`src/rtl/mem_pkg.sv`:
```
// Width codes, FSM states and access-size helper shared by the memory access unit.
// Width code bits: [2] unsigned, [1] word, [0] half; word dominates half.
package mem_pkg;

  localparam logic [2:0] MEM_B = 3'b000;
  localparam logic [2:0] MEM_H = 3'b001;
  localparam logic [2:0] MEM_W = 3'b010;
  localparam logic [2:0] MEM_U = 3'b100;

  typedef enum logic [1:0] {
    IDLE,
    ACCESS,
    RESP
  } state_t;

  // Access size in bytes; 3'b011 is treated as a word.
  function automatic logic [2:0] size_of(input logic [2:0] code);
    case (code & ~MEM_U)
      MEM_B:   return 3'd1;
      MEM_H:   return 3'd2;
      MEM_W:   return 3'd4;
      default: return 3'd4;
    endcase
  endfunction

endpackage

```
`src/rtl/load_extend.sv`:
```
// Combinational load-data extension: byte/half sign- or zero-extended, word passed through.
// Used for both the direct RAM path and the byte-assembled misaligned path.
module load_extend
  import mem_pkg::*;
(
  input  logic [2:0]  code,
  input  logic [31:0] raw,
  output logic [31:0] ext
);

  logic sgn;

  assign sgn = ((code & MEM_U) == MEM_B);

  always_comb begin
    ext = raw;
    case (size_of(code))
      3'd1:    ext = {{24{raw[7] & sgn}}, raw[7:0]};
      3'd2:    ext = {{16{raw[15] & sgn}}, raw[15:0]};
      default: ext = raw;
    endcase
  end

endmodule

```
`src/rtl/mem_access_unit.sv`:
```
// Load/store initiator for the byte RAM; aligned/err respond at +2, misaligned half +3, word +5.
// req_ready is high only in IDLE, so the pipeline stalls for the whole access and response.
module mem_access_unit
  import mem_pkg::*;
#(
  parameter int ADDR_BITS = 7
) (
  input  logic        clk,
  input  logic        rst,
  input  logic        req_valid,
  output logic        req_ready,
  input  logic        req_we,
  input  logic [31:0] req_addr,
  input  logic [31:0] req_wdata,
  input  logic [2:0]  req_u_b_h_w,
  output logic        rsp_valid,
  output logic [31:0] rsp_rdata,
  output logic        rsp_err,
  output logic [31:0] ram_addr,
  output logic [31:0] ram_din,
  output logic        ram_we,
  output logic [2:0]  ram_u_b_h_w,
  input  logic [31:0] ram_dout
);

  state_t      state_q, state_d;
  logic        we_q, err_q, mis_q;
  logic [31:0] addr_q, wdata_q, asm_q, asm_next, ext_raw, ext_data;
  logic [2:0]  code_q, req_size;
  logic [1:0]  beat_q, beat_nx, last_q;
  logic [31:0] req_end;
  logic        req_err, req_mis, last_beat, drive;

  // Range is contiguous from 0, so checking the first and last byte covers the span.
  assign req_size = size_of(req_u_b_h_w);
  assign req_end  = req_addr + 32'(req_size) - 32'd1;
  assign req_err  = (|(req_addr >> ADDR_BITS)) | (|(req_end >> ADDR_BITS));
  assign req_mis  = (req_size == 3'd4) ? (req_addr[1:0] != 2'b00) :
                    (req_size == 3'd2) ? req_addr[0] : 1'b0;

  assign beat_nx   = beat_q + 2'd1;
  assign last_beat = err_q || (beat_q == last_q);

  assign req_ready = (state_q == IDLE);
  assign rsp_valid = (state_q == RESP);

  // rst blanks the RAM strobes combinationally so a beat in the reset cycle is never written.
  assign drive       = (state_q == ACCESS) && !err_q && !rst;
  assign ram_we      = drive && we_q;
  assign ram_u_b_h_w = drive ? (mis_q ? MEM_U : code_q) : MEM_B;

  always_comb begin
    asm_next = asm_q;
    asm_next[{beat_q, 3'b000} +: 8] = ram_dout[7:0];
  end

  assign ext_raw = mis_q ? asm_next : ram_dout;

  load_extend u_load_extend (
    .code (code_q),
    .raw  (ext_raw),
    .ext  (ext_data)
  );

  always_comb begin
    state_d = state_q;
    case (state_q)
      IDLE:    if (req_valid) state_d = ACCESS;
      ACCESS:  if (last_beat) state_d = RESP;
      RESP:    state_d = IDLE;
      default: state_d = IDLE;
    endcase
  end

  always_ff @(posedge clk) begin
    if (rst) begin
      state_q   <= IDLE;
      we_q      <= 1'b0;
      err_q     <= 1'b0;
      mis_q     <= 1'b0;
      addr_q    <= '0;
      wdata_q   <= '0;
      code_q    <= '0;
      beat_q    <= '0;
      last_q    <= '0;
      asm_q     <= '0;
      rsp_rdata <= '0;
      rsp_err   <= 1'b0;
      ram_addr  <= '0;
      ram_din   <= '0;
    end else begin
      state_q <= state_d;
      case (state_q)
        IDLE: begin
          if (req_valid) begin
            we_q    <= req_we;
            err_q   <= req_err;
            mis_q   <= req_mis;
            addr_q  <= req_addr;
            wdata_q <= req_wdata;
            code_q  <= req_u_b_h_w;
            beat_q  <= '0;
            last_q  <= req_mis ? 2'(req_size - 3'd1) : 2'd0;
            asm_q   <= '0;
            if (!req_err) begin
              ram_addr <= req_addr;
              ram_din  <= req_mis ? {24'h0, req_wdata[7:0]} : req_wdata;
            end
          end
        end
        ACCESS: begin
          if (mis_q) asm_q <= asm_next;
          if (last_beat) begin
            rsp_err   <= err_q;
            rsp_rdata <= (err_q || we_q) ? 32'h0 : ext_data;
          end else begin
            beat_q   <= beat_nx;
            ram_addr <= addr_q + 32'(beat_nx);
            ram_din  <= {24'h0, wdata_q[{beat_nx, 3'b000} +: 8]};
          end
        end
        default: ;
      endcase
    end
  end

endmodule

```
`config.mk`:
```
export PLATFORM = sky130hd
export DESIGN_NAME = mem_access_unit
export DESIGN_NICKNAME = d
export VERILOG_FILES = /design/src/rtl/mem_pkg.sv /design/src/rtl/load_extend.sv /design/src/rtl/mem_access_unit.sv
export SDC_FILE = /design/constraint.sdc
export NUM_CORES = 1
export LEC_CHECK = 0
export ABC_CLOCK_PERIOD_IN_PS = 3600
export CELL_PAD_IN_SITES_DETAIL_PLACEMENT = 0
export CELL_PAD_IN_SITES_GLOBAL_PLACEMENT = 1
export CORE_ASPECT_RATIO = 1.75
export CORE_MARGIN = 2
export CORE_UTILIZATION = 36
export DETAILED_ROUTE_END_ITERATION = 8
export GPL_ROUTABILITY_DRIVEN = 0
export PLACE_DENSITY = 0.86
export SYNTH_ARGS = -nofsm -noshare
export SYNTH_HDL_FRONTEND = slang
export SYNTH_SLANG_ARGS = --single-unit
```
`constraint.sdc`:
```
create_clock -name clk -period 3.6 [get_ports clk]
set_input_delay 0.36 -clock clk [delete_from_list [all_inputs] [get_ports clk]]
set_output_delay 0.36 -clock clk [all_outputs]
set_load 0.03 [all_outputs]
```
# Word level (Yosys, flattened, before mapping)
# Index checks and enable logic that the tools add are counted.
[op_classes]
n_addsub = 6
n_eq_ne = 14
bitwise = 3
n_reduce_logical = 21
mux = 29
n_shift = 3
[op_table]
columns = ["op", "n"]
rows = [
  ["32-bit 2-to-1 mux", 11],
  ["32-bit case mux with 2 select lines", 4],
  ["25-bit OR reduction", 2],
  ["32-bit by 2-bit adder with 32-bit output", 1],
  ["32-bit by 3-bit adder with 32-bit output", 1],
  ["32-bit bitwise mux", 1],
  ["8-bit by 7-bit variable shift with 32-bit output, first input constant", 1],
  ["32-bit by 6-bit indexed part select with 8-bit output", 1],
  ["8-bit by 7-bit indexed part select with 32-bit output", 1],
  ["32-bit by 1-bit subtractor with 32-bit output, second input constant", 1],
  ["3-bit case mux with 2 select lines", 2],
  ["2-bit 2-to-1 mux", 5],
  ["2-bit inequality test, second input constant", 5],
  ["3-bit logical NOT", 3],
  ["2-bit case mux with 2 select lines", 2],
  ["5-bit negation with 7-bit output", 1],
  ["2-bit by 1-bit equality test with 1-bit output, second input constant", 3],
  ["3-bit by 2-bit equality test with 1-bit output, second input constant", 2],
  ["3-bit 2-to-1 mux", 2],
  ["2-bit AND reduction", 3],
  ["3-bit AND reduction", 2],
  ["4-bit AND reduction", 1],
  ["2-bit nonzero test", 2],
  ["3-bit by 1-bit equality test with 1-bit output, second input constant", 1],
  ["other kinds (12)", 18],
]
[totals]
out_inout_bits = 103
register_bits = 205
elab_cells = 90

# Logic depth before layout (Yosys ltp)
# Gate-level depths: netlist (run 1).
[depth]
depth_word = 9
ltp_mapped = 18
depth_no_buf = 15

# Hierarchy
# From an unflattened synthesis (run 1), not the netlist that was laid out.
[hier_totals]
hier_cells = 1574
hier_area_um2 = 12225.5
[by_module_without_submodules]
columns = ["module", "cells_each", "area_per_inst_um2", "n_inst", "seq_area_each_um2"]
rows = [
  ["mem_access_unit", 1507, 11870.1, 1, 4103.9],
  ["load_extend", 67, 355.3, 1, 0.0],
]

# Least setup slack after synthesis (run 1)
# Ideal clock, no wire load.
[synth_timing]
kind = "in2reg"
from = "input req_addr[2]"
to = "register ram_addr[31]"
cell_stages = 15
setup_ps = 123
arrival_ps = 3374
t_required_ps = 3477
setup_slack_ps = 103
path_cell_list = "inv_1 -> ha_1 -> inv_1 -> ha_1 -> a21o_1 -> a211oi_4 -> a21oi_1 -> or3_1 -> a221o_1 -> a2111oi_2 -> nand4_1 -> nor4_2 -> a21oi_1 -> buf_6 -> mux2_1"
[synth_via]
elab_chain_cells = 6
[synth_lines]
columns = ["item", "line", "text"]
rows = [
  ["from (decl)", "mem_access_unit.sv:13", "input logic [31:0] req_addr,"],
  ["32-bit by 3-bit adder with 32-bit output", "mem_access_unit.sv:36", "assign req_end = req_addr + 32'(req_size) - 32'd1;"],
  ["32-bit by 1-bit subtractor with 32-bit output", "mem_access_unit.sv:36", ""],
  ["25-bit OR reduction", "mem_access_unit.sv:37", "assign req_err = (|(req_addr >> ADDR_BITS)) | (|(req_end >> ADDR_BITS));"],
  ["1-bit OR", "mem_access_unit.sv:37", ""],
  ["2-bit inequality test (no line)", "--", ""],
  ["4-bit AND reduction (no line)", "--", ""],
  ["to (signal assigned)", "mem_access_unit.sv:106", "ram_addr <= req_addr;"],
  ["to (signal assigned)", "mem_access_unit.sv:118", "ram_addr <= addr_q + 32'(beat_nx);"],
  ["to (decl)", "mem_access_unit.sv:19", "output logic [31:0] ram_addr,"],
]
# No other way between the ends.
# A chain may end at the register's enable or synchronous reset.

# Worst setup path after layout (run 1)
[layout_timing]
from = "input req_addr[6]"
to = "register ram_din[5]"
[layout_via]
elab_chain_cells = 6
[layout_lines]
columns = ["item", "line", "text"]
rows = [
  ["32-bit by 3-bit adder with 32-bit output", "mem_access_unit.sv:36", ""],
  ["32-bit by 1-bit subtractor with 32-bit output", "mem_access_unit.sv:36", ""],
  ["25-bit OR reduction", "mem_access_unit.sv:37", ""],
  ["1-bit OR", "mem_access_unit.sv:37", ""],
  ["2-bit inequality test (no line)", "--", ""],
  ["4-bit AND reduction (no line)", "--", ""],
  ["to (signal assigned)", "mem_access_unit.sv:107", "ram_din <= req_mis ? {24'h0, req_wdata[7:0]} : req_wdata;"],
  ["to (signal assigned)", "mem_access_unit.sv:119", "ram_din <= {24'h0, wdata_q[{beat_nx, 3'b000} +: 8]};"],
  ["to (decl)", "mem_access_unit.sv:20", "output logic [31:0] ram_din,"],
]
# No other way between the ends.

==> results of run 1 <==
[cell type report]
type / instances / area, µm² / area share [%]
multi-input cells: 1171 / 7490 / 45.3
well taps: 405 / 507 / 3.07
clock inverters: 10 / 118 / 0.711
inverters: 55 / 206 / 1.25
diodes: 6 / 15.0 / 0.0908
repair buffers: 391 / 3510 / 21.2
clock buffers: 26 / 584 / 3.53
flip-flops and latches: 205 / 4100 / 24.8
[cells in the mapped netlist, types with 10 or more instances]
master / count / area share (%)
a211o_1: 31 / 2.3
a211oi_1: 20 / 1.3
a21oi_1: 174 / 7.3
a22oi_1: 41 / 2.6
a311oi_1: 18 / 1.3
and2_1: 10 / 0.53
and3_1: 15 / 0.79
clkbuf_1: 81 / 2.6
dfxtp_1: 205 / 34
ha_1: 50 / 5.3
inv_1: 55 / 1.7
mux2i_1: 60 / 5.0
nand2_1: 260 / 8.2
nand2b_1: 75 / 3.9
nand3_1: 29 / 1.2
nand4_1: 11 / 0.58
nor2_1: 127 / 4.0
nor2b_1: 30 / 1.6
nor3_1: 22 / 0.92
o21ai_0: 46 / 1.9
xnor2_1: 16 / 1.2
xor2_1: 20 / 1.5
[worst reg2reg max path, cell delays in order (launching register included)]
cell     delay, ps
dfxtp_1        330
inv_1           80
ha_1           350
ha_1           300
a21oi_1         50
buf_4          160
nor4_1         260
buf_4          220
nand3_1        230
nor2_1         230
and4_1         300
nand3_1        140
xor2_1         160
nor3_1          90
mux2_1         330
[metrics by stage]
step	cells	power [mW]	util, %
after CTS	2261	6.28	49.6
after detailed placement	2224	3.98	47.3
after floorplan	1526	3.30	-
after global routing	2267	6.56	50.4
final	2269	6.28	50.4
after global placement	2224	3.97	47.3
[per-layer routing]
layer,GRT usage (%),share of wire (%),vias to the layer above
met3,3.26,4.3,120
li1,-,-,5976
met2,44.1,54,353
met5,0,0.031,-
met4,13.9,5.7,2
met1,23.4,35,5818
[kinds of logic after synthesis]
logic type	after synthesis	share of synthesized area [%]
and+or+nand+nor	615	24.1
AOI/OAI and AO/OA	398	21.4
DFF	205	34.4
buffers and inverters	150	5.16
muxes	71	6.84
adders and majority gates	51	5.42
xor gates and xnor gates	36	2.65
[power breakdown]
group	internal, mW	switching [mW]
sequential	2.37	0.0847
combinational	0.703	0.862
clock	1.30	0.962
total	4.37	1.91
[registers in the layout (all words and copies together), names as in the netlist]
name and cells:
addr_q 32, asm_q 32, beat_q 2, code_q 3, err_q 1, last_q 2, mis_q 1, ram_addr 32
ram_din 32, rsp_err 1, rsp_rdata 32, state_q 2, wdata_q 32, we_q 1
[repair_timing]
action,4_1_cts,5_1_grt
pin swaps,11,17
setup buffers,1,2
gates resized for setup,15,47
endpoints found under the setup margin,64,64
[worst max path at each step]
stage / start / to / slack [ps]
after floorplan: req_addr[2] / ram_addr[31]$_SDFFE_PP0P_ / 100
after detailed placement: req_addr[2] / ram_addr[31]$_SDFFE_PP0P_ / -690
final: req_addr[6] / ram_din[5]$_SDFFE_PP0P_ / 110
after global placement: req_addr[2] / ram_din[3]$_SDFFE_PP0P_ / -570
after global routing: req_addr[6] / ram_din[5]$_SDFFE_PP0P_ / -30
after CTS: req_u_b_h_w[1] / ram_din[5]$_SDFFE_PP0P_ / 4
==> results.yml, run 1 <==
layout:
  layout_common_cells: "nand2_1 (258), dfxtp_1 (205), clkdlybuf4s50_1 (199), buf_4 (180), a21oi_1 (169)"
  final_common_cell: "nand2_1"
  finalNetCount: 1999
  syn2layout_area_growth_pct: 38.7
  drive_gt1_share_pct: 15.2
  nFillCells: 3157
  stdcell_area_um2: 16500
logic_synthesis:
  ys_types: 64
  synth_area_um2: 11900
  async_reset_ff_share_pct: 0
  ys_warn_count: 0
  ys_ff_latch: 205
  syn_avg_cell_area_um2: 7.81
  synth_top_flop_cell: "dfxtp_1"
  synth.net_count: 1680
  ys_seq_area_share_pct: 34.4
  synth-edff-count: 0
  syn_inst: 1526
critical_path:
  arrival_ps: 3860
  cpMaxStageDelayCell: "clkdlybuf4s50_1"
  startpoint_type: "input port"
  reg2regPathDepth: 14
  r2r_slack_ps: 240
  worst-path-buf-inv: 4
  cp_cell_sequence: "clkdlybuf4s50_1 > inv_1 > ha_1 > a21o_1 > a211oi_4 > o221ai_4 > o21bai_4 > a21oi_2 > a2111oi_4 > nand4_1 > nor4_4 > buf_4 > a21o_1 > buf_6 > a311oi_1"
  slowest_delay_ps: 530
  crit_top_cell: "a21o_1"
  cp_top_family: "compound AO/OA/AOI/OAI gates"
  path_max_fanout: 6
  path_class: "input port to flip-flop"
  cp-end-kind: "flip-flop"
  r2r_start: "beat_q[1]$_SDFFE_PP0P_"
  r2r-end: "ram_addr[31]$_SDFFE_PP0P_"
  cp.required_ps: 3960
  cp_num_cells: 15
placement:
  portBuffers: 205
  placed_area_um2: 15500
  hpwl_um: 31000
  pre_cts_slack_ps: -692
power_and_ir_drop:
  irDropWorstVdd_mv: 0.335
  p_leak_nw: 6.85
  power_density_nw_per_um2: 380
floorplanning:
  die_h_um: 245
  start_util_pct: 36.3
  dieArea_um2: 34600
  die_x_um: 142
  core_area_um2: 32800
  std_cell_rows: 88
  pin_count: 206
detailed_routing:
  ant_nets: 0
  routed_wl_um: 41700
  vias: 12300
  drc: 0
  wire_per_inst_um: 18.4
  drt_iter0_drc: 750
  dr.pass1.iters: 5
  vias_per_cell: 5.41
clock_network:
  cts_buffer_depth: 3
  cts_root_buffer: "clkbuf_16"
  holdBufCountCts: 0
  clk_transition_reported_paths_ps: 70
  cts_made_buffers: 21
  cts_tree: "yes"
  clk_latency_ps: 530
  cts.sinks: 205
  cts_max_level: 1
global_routing:
  track_usage_pct: 23.1
  grt_max_degree: 111
  grt_pass1_vias: 12100
  antenna_found_initial: 5
  overflow: 0
  grt_pass1_wl_um: 64100
min_path:
  worstHoldEndpoint: "addr_q[2]$_SDFFE_PP0P_"
  hp-start: "req_addr[2]"
  hold_class: "input port to flip-flop"
  holdPathStages: 3
sta:
  worstMarginPinSlew_ps: 1040
  finalHoldViolCount: 0
  slew_headroom_pct: 30.5
  min_period_over_period_pct: 97.1
  slew_violations: 0
  fin_ws_ps: 106
  whs_ps: 125
  fmax_mhz: 286
  finalCriticalPeriod_ps: 3490
  tns_ps: 0
  setup_viol: 0
  skew_ps: 30.6
flow_run:
  max_cap_violations: 0
run_status:
  status: "complete, no violations"
No activity file was read; power rests on OpenSTA's default activity.
==> inputs of run 2 (changes only) <==
ABC_CLOCK_PERIOD_IN_PS = 3310   (was 3600)
CORE_UTILIZATION = 39   (was 36)
PLACE_DENSITY = unset   (was 0.86)
PLACE_DENSITY_LB_ADDON = 0.1   (was unset)
clock period = 3.31 ns   (was 3.6 ns; I/O delays follow)
==> run 2 against run 1 <==
  * First-iteration DRC count down 1.6%
  * Non-clock buffer count up 60
  * Wire length up 3.6%
  * Clock skew down 19 ps
  * Worst hold slack worse by 74 ps
  * Total power up 15%
  * Register-to-register slack worse by 80 ps
  * Critical path depth up 4
==> results.yml, run 2 (same netlist as run 1, synthesis figures left out) <==
global_routing:
  grt_pass1_wl_um: 66000
  track_usage_pct: 26.0
  grt_max_degree: 96
  antenna_found_initial: 2
  grt_pass1_vias: 12400
  overflow: 0
clock_network:
  cts_root_buffer: "clkbuf_16"
  cts_max_level: 1
  cts_made_buffers: 22
  cts_tree: "yes"
  cts.sinks: 205
  cts_buffer_depth: 3
  clk_latency_ps: 530
  clk_transition_reported_paths_ps: 70
  holdBufCountCts: 0
detailed_routing:
  ant_nets: 0
  drc: 0
  wl_met2_um: 22700
  vias: 12400
  wl_met3_um: 1720
  routed_wl_um: 43200
  vias_per_cell: 5.38
  wl_met1_um: 16200
  top_layer_used: "met4"
  wire_per_inst_um: 18.7
  dr.pass1.iters: 5
  drt_iter0_drc: 738
critical_path:
  startpoint_type: "input port"
  worst-path-buf-inv: 8
  r2r-end: "ram_addr[31]$_SDFFE_PP0P_"
  cp.required_ps: 3700
  reg2regPathDepth: 14
  path_max_fanout: 8
  cp_top_family: "buffers and inverters"
  slowest_delay_ps: 360
  r2r_slack_ps: 160
  cpMaxStageDelayCell: "a2111o_1"
  r2r_start: "beat_q[0]$_SDFFE_PP0P_"
  arrival_ps: 3570
  cp-end-kind: "flip-flop"
  path_class: "input port to flip-flop"
  crit_top_cell: "buf_4"
  cp_cell_sequence: "dlygate4sd2_1 > buf_4 > ha_4 > buf_4 > and4bb_2 > nand4_1 > o32a_1 > nand2_2 > buf_4 > a2111o_1 > o211ai_1 > nand3_1 > nor4_2 > buf_4 > buf_6 > buf_4 > a21o_1 > buf_12 > a311oi_2"
min_path:
  hold_class: "input port to flip-flop"
  hp-start: "req_addr[2]"
  holdPathStages: 3
  worstHoldEndpoint: "addr_q[2]$_SDFFE_PP0P_"
floorplanning:
  die_h_um: 235
  std_cell_rows: 84
  pin_count: 206
  dieArea_um2: 32000
  start_util_pct: 39.6
  die_x_um: 136
  core_area_um2: 30100
sta:
  finalHoldViolCount: 0
  slew_headroom_pct: 41.0
  whs_ps: 51.2
  slew_violations: 0
  finalCriticalPeriod_ps: 3180
  setup_viol: 0
  min_period_over_period_pct: 96.1
  skew_ps: 11.6
  fmax_mhz: 314
  worstMarginPinSlew_ps: 885
layout:
  multi_input_area_um2: 7980
  layout_common_cells: "nand2_1 (256), buf_4 (228), dfxtp_1 (205), clkdlybuf4s50_1 (175), a21oi_1 (155)"
  drive_gt1_share_pct: 22.7
  final_common_cell: "nand2_1"
  seq_area_um2: 4100
  final_util_pct: 58.5
  finalNetCount: 2060
  nFillCells: 2831
  syn2layout_area_growth_pct: 47.5
  stdcell_area_um2: 17600
placement:
  hpwl_um: 31200
  portBuffers: 205
  placed_area_um2: 15800
run_status:
  status: "complete, no violations"
power_and_ir_drop:
  irDropWorstVdd_mv: 0.398
  power_density_nw_per_um2: 412
  p_leak_nw: 7.31
flow_run:
  max_cap_violations: 0
==> run 2: cell types whose count changed in the layout (fill, tap and decap cells not counted), sizes merged, moves of 4 or more <==
cell and delta:
buf +61, dlygate4sd2 +15, clkdlybuf4s50 -24, diode -4, clkinv +5, clkinvlp -4, clkbuf +7
==> run 2: power breakdown <==
| group | internal (mW) | switching [mW] | total, mW |
|---|---|---|---|
| Combinational | 0.883 | 1.02 | 1.90 |
| Clock | 1.59 | 1.10 | 2.69 |
| Sequential | 2.57 | 0.0819 | 2.66 |
==> run 2: worst min-delay path: cells and delay by family <==
| kind | cells | cell delay, ps |
|---|---|---|
| AO/OA/AOI/OAI | 1 | 50 |
| buffers and inverters | 1 | 100 |
| AND/OR/NAND/NOR | 1 | 50 |
==> run 2: area by class of cell <==
cell class              instances  area share (%)
multi-input cells            1171            45.4
flip-flops and latches        205            23.4
diodes                          2          0.0285
clock inverters                12           0.790
clock buffers                  28            3.61
repair buffers                451            22.9
well taps                     387            2.76
inverters                      55            1.17
==> run 2: stage by stage <==
step                      power (mW)  instances  setup WS (ps)  setup TNS [ps]
final                           7.25       2311            129               0
after global routing            7.55       2311          -6.15           -6.15
after CTS                       7.21       2304           2.16               0
after detailed placement        4.40       2248          -1030          -61800
after global placement          4.39       2248           -996          -61390
after floorplan                 3.60       1526           2.12               0
==> run 2: worst max path at each step <==
stage                   startpoint                   endpoint  cells past startpoint  slack (ps)
finish                 req_addr[6]    ram_din[4]$_SDFFE_PP0P_                     19         130
global route           req_addr[6]    ram_din[4]$_SDFFE_PP0P_                     19          -6
CTS                 req_u_b_h_w[0]   ram_addr[3]$_SDFFE_PP0P_                     20           2
detailed placement     req_addr[2]  ram_addr[15]$_SDFFE_PP0P_                     18       -1030
global placement       req_addr[2]  ram_addr[21]$_SDFFE_PP0P_                     18       -1000
floorplan              req_addr[2]  ram_addr[31]$_SDFFE_PP0P_                     16           2
==> run 2: repair_timing <==
item,in CTS,in global routing
buffers inserted,17,5
gates cloned,1,2
pin swaps,24,34
gates resized for setup,122,85
setup endpoints to repair,65,78
==> run 2: routing by layer <==
layer	vias up	global-route usage, %
li1	6100	-
met1	5871	27.8
met2	341	48.0
met3	112	3.23
met4	0	14.7
met5	-	0
==> inputs of run 3 (changes only) <==
CORE_UTILIZATION = 40   (was 39)
SYNTH_HIERARCHICAL = 1   (was unset)
==> run 3 against run 2 <==
  * The flow now finishes with violations (setup timing)
  * Core utilization fell by 0.40 points
  * Global-route usage fell by 0.48 points
  * Largest cell class unchanged
  * Wire length fell by 3.7%
  * Final cell count down 0.61%
==> results.yml, run 3 <==
critical_path:
  arrival_ps: 4020
  path_class: "input port to flip-flop"
  worst-path-buf-inv: 7
  cpMaxStageDelayCell: "or4_4"
  cp_cell_sequence: "dlygate4sd2_1 > inv_1 > ha_4 > buf_4 > inv_1 > buf_4 > a21oi_2 > a31oi_2 > a31o_2 > a211o_1 > and4_1 > or4_4 > a2111oi_4 > o31ai_4 > buf_6 > buf_16 > mux2_4"
  cp.required_ps: 3710
  startpoint_type: "input port"
  cp-end-kind: "flip-flop"
  cp_num_cells: 17
  reg2regPathDepth: 15
  slowest_delay_ps: 550
  path_max_fanout: 5
  cp_top_family: "compound AO/OA/AOI/OAI gates"
layout:
  finalNetCount: 2049
  final_cell_count_no_fill: 2297
  seq_area_um2: 4110
  syn2layout_area_growth_pct: 42.8
  nFillCells: 2875
  multi_input_area_um2: 8050
  final_common_cell: "nand2_1"
  layout_common_cells: "nand2_1 (267), dfxtp_1 (204), buf_4 (189), a21oi_1 (181), clkdlybuf4s50_1 (174)"
  drive_gt1_share_pct: 20.2
detailed_routing:
  ant_nets: 0
  drt_iter0_drc: 647
  routed_wl_um: 41600
  dr.pass1.iters: 5
  vias: 12300
  vias_per_cell: 5.34
  drc: 0
  wire_per_inst_um: 18.1
run_status:
  violations: "setup timing"
  status: "finished with violations"
sta:
  fin_ws_ps: -304
  setup_viol: 64
  whs_ps: 61.1
  min_period_over_period_pct: 109
  finalHoldViolCount: 0
  rsz0062_at_grt: "yes"
  worstMarginPinSlew_ps: 1180
  fmax_mhz: 277
  slew_headroom_pct: 21.5
  skew_ps: 11.7
  finalCriticalPeriod_ps: 3610
  tns_ps: -16930
  slew_violations: 0
logic_synthesis:
  async_reset_ff_share_pct: 0
  ys_seq_area_share_pct: 33.6
  synth_area_um2: 12200
  synth_top_flop_cell: "dfxtp_1"
  synth.net_count: 1728
  yosysTopAreaCell: "dfxtp_1"
  synthTopCellsByArea: "dfxtp_1 (34%), nand2_1 (8.3%), a21oi_1 (7.7%), ha_1 (5.1%), mux2i_1 (4.3%)"
  ys_ff_latch: 205
  synth-edff-count: 0
  syn_inst: 1574
  syn_avg_cell_area_um2: 7.77
  synth_top_area_share_pct: 33.6
  ys_types: 82
  synth_common_cells: "nand2_1 (271), dfxtp_1 (205), a21oi_1 (189)"
  synth_most_common_cell: "nand2_1"
  ys_warn_count: 6
global_routing:
  track_usage_pct: 25.5
  overflow: 0
  antenna_found_initial: 1
  grt_pass1_wl_um: 65100
  grt_pass1_vias: 12100
  grt_max_degree: 155
clock_network:
  clk_transition_reported_paths_ps: 60
  cts_buffer_depth: 3
  cts_tree: "yes"
  clk_latency_ps: 520
  holdBufCountCts: 0
  cts_root_buffer: "clkbuf_16"
  cts_made_buffers: 22
  cts.sinks: 205
  cts_max_level: 1
power_and_ir_drop:
  p_leak_nw: 7.23
  p_comb_share_pct: 27.9
  p_seq_share_pct: 37.3
  power_density_nw_per_um2: 413
  p_int_mw: 5.00
  p_sw_share_pct: 30.6
  switchingPower_mw: 2.21
  power.total_mw: 7.21
  p_clk_share_pct: 34.8
  irDropWorstVdd_mv: 0.344
flow_run:
  max_cap_violations: 0
floorplanning:
  die_h_um: 235
  die_x_um: 136
  pin_count: 206
  dieArea_um2: 32000
  core_area_um2: 30100
  std_cell_rows: 84
  start_util_pct: 40.7
placement:
  hpwl_um: 30000
  place_inst: 2240
  pre_cts_slack_ps: -1360
  portBuffers: 205
min_path:
  holdPathStages: 3
  hold_class: "input port to flip-flop"
[run 3: routing by layer]
metal	global-route usage [%]	vias to the layer above	part of all wire, %
met1	27.2	5790	37
met5	0	-	0
met2	48.7	294	55
li1	-	6079	-
met4	12.3	0	4.7
met3	2.37	100	3.3
[run 3: cell families after synthesis]
logic type	Yosys count	synth area share, %
and+or+nand+nor	644	24.9
AOI/OAI and AO/OA	390	20.1
muxes	75	7.34
xor gates and xnor gates	40	2.87
buffers and inverters	169	5.97
DFF	205	33.6
adders and majority gates	51	5.28
[run 3: power groups by stage]
| stage | combinational, mW | sequential (mW) | clock [mW] |
|---|---|---|---|
| finish | 2.01 | 2.69 | 2.51 |
| detailed placement | 1.79 | 2.74 | 0 |
| floorplan | 0.934 | 2.82 | 0 |
| global placement | 1.78 | 2.74 | 0 |
| global route | 2.17 | 2.70 | 2.67 |
| CTS | 1.99 | 2.69 | 2.58 |
[run 3: repair_timing]
action                     in CTS  in global routing
pin swaps                      22                 14
setup endpoints to repair      65                 65
cloned                          8                  0
buffers inserted               11                  4
gates resized for setup       161                 39
[run 3: worst register-to-register path, cell delays in order (launching register included)]
cell and delay (ps):
dfxtp_1 320, inv_1 50, ha_1 340, ha_1 290, a21o_1 140, and4_1 270
nand3_1 120, nor2_1 110, buf_4 170, and3_1 230, and2_1 170, buf_4 120
nand3_1 80, xor2_1 150, a211o_1 320, mux2i_1 130
[run 3: cell type report]
cell class	count	area share, %
diodes	1	0.0143
clock buffers	31	3.58
clock inverters	7	0.545
inverters	48	1.15
multi-input cells	1200	46.1
flip-flops and latches	205	23.5
well taps	387	2.77
repair buffers	418	22.3
[run 3: worst paths after layout]
| check | startpoint | endpoint | slack [ps] |
|---|---|---|---|
| max | req_addr[26] | ram_din[3]$_SDFFE_PP0P_ | -300 |
| min | req_addr[2] | addr_q[2]$_SDFFE_PP0P_ | 60 |
| max reg2reg | beat_q[0]$_SDFFE_PP0P_ | ram_addr[29]$_SDFFE_PP0P_ | 220 |
| min reg2reg | rsp_rdata[7]$_SDFFE_PP0P_ | rsp_rdata[7]$_SDFFE_PP0P_ | 450 |
[run 3: per-stage QoR]
step,util (%),area (µm²)
final,58.1,17500
after global routing,58.1,17500
after CTS,57.8,17400
after detailed placement,52.6,15800
after global placement,52.6,15800
after floorplan,-,12300
